--- src/rtl/alu_share_ctrl.sv ---
// alu_share_ctrl: round-robin sequencer sharing one combinational ALU between two clients
//   Ports: clk/rst (async active-high); c0_*/c1_* valid/sel/a/b in, ready/done out;
//   res_data captured result; busy when not IDLE; alu_a/alu_b/alu_sel to ALU, alu_result from ALU.
//   Define ALU_SHARE_FLAGS_EN to add res_zero/res_neg registered alongside res_data.
module alu_share_ctrl #(
  parameter int WIDTH  = 16,
  parameter int SETTLE = 1
) (
  input  logic             clk,
  input  logic             rst,
  input  logic             c0_valid,
  input  logic [2:0]       c0_sel,
  input  logic [WIDTH-1:0] c0_a,
  input  logic [WIDTH-1:0] c0_b,
  output logic             c0_ready,
  output logic             c0_done,
  input  logic             c1_valid,
  input  logic [2:0]       c1_sel,
  input  logic [WIDTH-1:0] c1_a,
  input  logic [WIDTH-1:0] c1_b,
  output logic             c1_ready,
  output logic             c1_done,
  output logic [WIDTH-1:0] res_data,
  output logic             busy,
  output logic [WIDTH-1:0] alu_a,
  output logic [WIDTH-1:0] alu_b,
  output logic [2:0]       alu_sel,
  input  logic [WIDTH-1:0] alu_result
`ifdef ALU_SHARE_FLAGS_EN
  ,
  output logic             res_zero,
  output logic             res_neg
`endif
);
  typedef enum logic [1:0] {IDLE, EXEC, RESP} state_t;
  state_t           r_state;
  logic [3:0]       r_cnt;
  logic             r_last;
  logic             r_c0_done, r_c1_done;
  logic [WIDTH-1:0] r_res, r_a, r_b;
  logic [2:0]       r_sel;
  logic             w_idle, w_grant0, w_grant1;
`ifdef ALU_SHARE_FLAGS_EN
  logic             r_zero, r_neg;
  assign res_zero = r_zero;
  assign res_neg  = r_neg;
`endif
  // r_last also names the owner of the op in flight; 1 after reset so client 0 wins first
  assign w_idle   = ~rst & (r_state == IDLE);
  assign w_grant0 = w_idle & c0_valid & (~c1_valid | r_last);
  assign w_grant1 = w_idle & c1_valid & ~w_grant0;
  assign c0_ready = w_grant0;
  assign c1_ready = w_grant1;
  assign c0_done  = r_c0_done;
  assign c1_done  = r_c1_done;
  assign res_data = r_res;
  assign busy     = r_state != IDLE;
  assign alu_a    = r_a;
  assign alu_b    = r_b;
  assign alu_sel  = r_sel;
  always_ff @(posedge clk or posedge rst) begin
    if (rst) begin
      r_state   <= IDLE;
      r_cnt     <= '0;
      r_last    <= 1'b1;
      r_c0_done <= 1'b0;
      r_c1_done <= 1'b0;
      r_res     <= '0;
      r_a       <= '0;
      r_b       <= '0;
      r_sel     <= '0;
`ifdef ALU_SHARE_FLAGS_EN
      r_zero    <= 1'b0;
      r_neg     <= 1'b0;
`endif
    end else begin
      r_c0_done <= 1'b0;
      r_c1_done <= 1'b0;
      unique case (r_state)
        IDLE: if (w_grant0 | w_grant1) begin
          r_a     <= w_grant0 ? c0_a : c1_a;
          r_b     <= w_grant0 ? c0_b : c1_b;
          r_sel   <= w_grant0 ? c0_sel : c1_sel;
          r_last  <= w_grant1;
          r_cnt   <= 4'(SETTLE - 1);
          r_state <= EXEC;
        end
        EXEC: if (r_cnt == 4'd0) begin
          r_res     <= alu_result;
`ifdef ALU_SHARE_FLAGS_EN
          r_zero    <= alu_result == '0;
          r_neg     <= alu_result[WIDTH-1];
`endif
          r_c0_done <= ~r_last;
          r_c1_done <= r_last;
          r_state   <= RESP;
        end else begin
          r_cnt <= r_cnt - 4'd1;
        end
        default: r_state <= IDLE;
      endcase
    end
  end
endmodule

--- config.mk ---
export PLATFORM = sky130hd
export DESIGN_NAME = alu_share_ctrl
export DESIGN_NICKNAME = d
export VERILOG_FILES = /design/src/rtl/alu_share_ctrl.sv
export SDC_FILE = /design/constraint.sdc
export NUM_CORES = 1
export LEC_CHECK = 0
export CORE_UTILIZATION = 40
export CTS_BUF_LIST = sky130_fd_sc_hd__clkbuf_8
export CTS_CLUSTER_SIZE = 25
export DETAILED_ROUTE_END_ITERATION = 7
export PLACE_DENSITY = 0.9
export SKIP_CTS_REPAIR_TIMING = 1
export SYNTH_ARGS = -nofsm -noshare
export SYNTH_HDL_FRONTEND = slang
export SYNTH_SLANG_ARGS = --single-unit
--- constraint.sdc ---
create_clock -name clk -period 2.55 [get_ports clk]
set_clock_uncertainty 0.15 [all_clocks]
set_input_delay 0.255 -clock clk [delete_from_list [all_inputs] [get_ports clk]]
set_output_delay 0.255 -clock clk [all_outputs]
set_load 0.01 [all_outputs]
; ---- Word-level counts from Yosys, hierarchy flattened
; Index checks and enable logic that the tools add are counted.
[totals]
reg_bits = 60
inputBits = 90
output_inout_bits = 56
word_cells = 46
[op_classes]
n_addsub = 1
eq_ne = 4
mux = 13
bitwise_logic = 11
n_reduce_logical = 8
[ops]
columns = cell, count
row1 = $mux 16, 2
row2 = $mux 4, 2
row3 = $pmux 4 s2, 1
row4 = $reduce_and 2->1, 3
row5 = $and 1x1->1, 5
row6 = $logic_not 4->1, 1
row7 = $mux 1, 4
row8 = $mux 2, 2
row9 = $ne 2x2->1 const B, 2
row10 = $not 1->1, 4
row11 = $pmux 2 s2, 1
row12 = $reduce_bool 2->1, 2
row13 = $sub 4x1->4 const B, 1
row14 = $mux 3, 1
row15 = $reduce_and 3->1, 1
row16 = $eq 2x1->1 const B, 1
row17 = $logic_not 2->1, 1
row18 = $ne 2x1->1 const B, 1
row19 = $or 1x1->1, 2

; ---- Depth between registers and ports, before layout
[depth]
ltp_word = 9
depth_mapped = 7
ltp_nobuf = 7

; ---- Least setup slack after synthesis
; OpenSTA, ideal clock, no wires.
[synth_path]
path_type = reg2reg
startpoint = register r_cnt[0]
endpoint = register r_res[1], in the netlist res_data[1]
setup_time_ns = 0.125
arrival_ns = 1.485
required_ns = 2.275
setup_slack_ns = 0.790
path_stages_with_launch = 8
n_path_buf = 2
synth_period_minus_slack_ns = 1.760
path_cell_list = dfrtp_1 -> inv_1 -> ha_1 -> and4bb_1 -> and2b_1 -> buf_6 -> buf_6 -> mux2_2
[synth_via]
elab_chain_cells = 2
[synth_lines]
columns = item, line
row1 = from (decl), 37  ; logic [3:0] r_cnt;
row2 = from (signal assigned), 85  ; r_cnt <= 4'(SETTLE - 1);
row3 = from (signal assigned), 98  ; r_cnt <= r_cnt - 4'd1;
row4 = $logic_not 4->1, 88  ; EXEC: if (r_cnt == 4'd0) begin
row5 = $reduce_and 2->1 (no source line), -
row6 = to (signal assigned), 89  ; r_res <= alu_result;
row7 = to (decl), 40  ; logic [WIDTH-1:0] r_res, r_a, r_b;
; Every way passes these cells.
; A chain may end at the register's enable or synchronous reset.

; ---- Final worst setup path
[layout_path]
startpoint = register r_state[0]
endpoint = output c1_ready
[layout_via]
elab_chain_cells = 6
elab_cells_between_ends = 7
cone_classes = bitwise (6) / reduce/logical (1)
[layout_lines]
columns = item, line
row1 = from (decl), 36  ; state_t r_state;
row2 = from (signal assigned), 63  ; r_state <= IDLE;
row3 = from (signal assigned), 86  ; r_state <= EXEC;
row4 = from (signal assigned), 96  ; r_state <= RESP;
row5 = $logic_not 2->1 *, 49  ; assign w_idle = ~rst & (r_state == IDLE);
row6 = $and 1x1->1 *, 49
row7 = $and 1x1->1 (2 in a row), 50  ; assign w_grant0 = w_idle & c0_valid & (~c1_valid | r_last);
row8 = $not 1->1, 51  ; assign w_grant1 = w_idle & c1_valid & ~w_grant0;
row9 = $and 1x1->1 *, 51
row10 = to (decl), 21  ; output logic c1_ready,
; Every way passes the cells marked *; elsewhere a longest branch is shown, timed or not.

==> out/qor.yml <==
fp.dieArea_um2: 6955
clkPwrFrac_pct: 21.2
clk_latency_ps: 330
peakVddDrop_mv: 0.6225
critPathKind: "register to primary output"
critPathMaxFanout: 9
gr-usage-all-layers_pct: 19.99
grt_max_degree: 71
ant_nets: 0
finalMaxSlewViolations: 0
async_reset_ff_share_pct: 100.0
p_seq_share_pct: 34.5
start_util_pct: 41.50
yosysTopAreaCell: "dfrtp_1"
synth_cell_types: 29
min_period_ps: 2265
die_h_um: 83.40
cap_violations: 0
cts_made_buffers: 9
gp_congestion: 0.7926
start_kind: "register"
clock-sinks: 60
via_count: 2252
core_um2: 6386
drc: 0
leakage_nw: 1.997
grt_antenna_before_repair: 0
area_growth_pct: 67.23
row_count: 29
critPathRequiredTime_ps: 2140
worstPathArrival_ps: 1860
fin_nets: 470
first_global_vias: 2354
ctsRootBufferMaster: "clkbuf_8"
power_density_nw_per_um2: 1091
endpoint_kind: "primary output"
synthCells: 229
grt_setup_unrepaired: "no"
synth_seq_area_share_pct: 56.70
tightestPinTransition_ps: 430.4
finalCritPeriodShare_pct: 88.81
clock_path_buffers: 2
ys_ff_latch: 60
netlist.area_leader.share_pct: 55.71
syn_area_um2: 2650
max_freq_ghz: 0.4416
synth_ff_type: "dfrtp_1"
hold_viol: 0
synth_area_leaders: "dfrtp_1 (56%), mux2i_1 (14%), o21ai_0 (7.0%), mux2_2 (6.8%), nand2_1 (5.4%)"
syn_nets: 321
grt_pass1_wl_um: 10850
synth-edff-count: 0
reg2reg_slack_ps: 670
vias_per_cell: 4.896
fin_setup_tns_ps: 0
drt-total-wl_um: 6678
n_antenna_cell: 0
drt-pass1-iter-count: 4
cts_tree: "done"
max_slew_margin_pct: 71.27
status: "completed"
wl_per_cell_um: 14.52
timing.hold.ws_ps: 198.0
fp.dieW_um: 83.40
p_comb_share_pct: 44.2
r2r_cells: 6
cts.htree.levels: 3
hp-class: "input port to asynchronous set/reset pin"
drtIter0Drc: 108
grt_overflow_total: 0
portBuffers: 145
setup_viol: 0
dp_hpwl_um: 5040
r2r-end: "r_cnt[3]"
final_cell_mix: "clkdlybuf4s50_1 (145), dfrtp_1 (59), nand2_1 (38), o21ai_0 (36), mux2i_1 (36)"
synth_warnings: 0
layout_commonest_cell: "clkdlybuf4s50_1"
netSwitchingFraction_pct: 31.57
top_level_ports: 146
power_switching_mw: 1.527
r2r-start: "r_cnt[0]"
internal-power_mw: 3.309
drive_above_1_share_pct: 10.97
syn_avg_cell_area_um2: 11.57
path_clk_slew_ps: 70
## metrics by stage
step	instances	power, mW	setup WS (ps)	cell area [um2]	utilization [%]
after floorplan	229	2.670	662.0	2650	-
after global placement	444	3.766	458.0	4192	65.63
after detailed placement	444	3.856	388.8	4192	65.63
after CTS	460	4.901	257.8	4432	69.40
after global routing	460	5.138	153.7	4432	69.40
final	460	4.836	285.5	4432	69.40
## layer usage
layer,GRT usage [%],share of wire [%],up-vias
li1,-,-,1091
met1,22.23,38,1067
met2,35.77,53,83
met3,5.169,6.3,11
met4,8.934,2.0,0
met5,0,0,-
## cells by family (layout without fill, tap and decap cells)
group | Yosys count | in the layout | synth area share, %
flip-flops | 60 | 60 | 56.70
multiplexers | 52 | 52 | 20.40
AND/OR/NAND/NOR | 52 | 52 | 8.641
AO/OA/AOI/OAI | 44 | 44 | 8.877
buffers and inverters | 19 | 173 | 4.438
adder cells (fa/ha/maj) | 2 | 2 | 0.9441
## critical path, stage by stage (launching register included)
cell             delay (ps)
dfrtp_1                 460
nor3_1                  300
nand2_1                  90
a21oi_1                 140
clkdlybuf4s50_1         560
## flip-flops by register name, summed over array words and instances, names as in the netlist
name and flops:
c1_done 1, alu_b 16, r_cnt 4, c0_done 1, r_last 1, alu_a 16
alu_sel 3, res_data 16, r_state 2
## Yosys cell counts, types with 2 or more instances
library cell / n
dfrtp_1: 59
nand2_1: 38
o21ai_0: 37
mux2i_1: 36
mux2_2: 16
inv_1: 6
buf_6: 5
buf_2: 4
clkbuf_1: 3
nor3_1: 3
a21oi_1: 2
ha_1: 2
nor2_1: 2
## power groups by stage
stage,logic (mW),clock network (mW),registers (mW)
after global routing,2.31,1.09,1.73
final,2.14,1.03,1.67
after global placement,2.10,0,1.67
after floorplan,0.821,0,1.85
after CTS,2.18,1.05,1.68
after detailed placement,2.17,0,1.69
## final cells by class
type / count / area (um2)
clock buffers: 9 / 123.9
clock inverters: 7 / 116.4
fillers: 487 / 1954
inverters: 6 / 22.52
multi-input cells: 150 / 1049
flip-flops and latches: 60 / 1503
well taps: 77 / 96.34
repair buffers: 151 / 1521
## worst max-delay path by stage
stage | from | endpoint | slack, ps | cells past startpoint
2_1_floorplan | rst | alu_a[0] | 660 | 1
3_3_place_gp | c0_valid | c0_ready | 460 | 4
3_5_place_dp | rst | c1_ready | 390 | 5
4_1_cts | r_state[0] | c1_ready | 260 | 4
5_1_grt | r_state[0] | c1_ready | 150 | 4
6_report | r_state[0] | c1_ready | 290 | 4
Note: power is estimated with default switching activity, not from simulation.
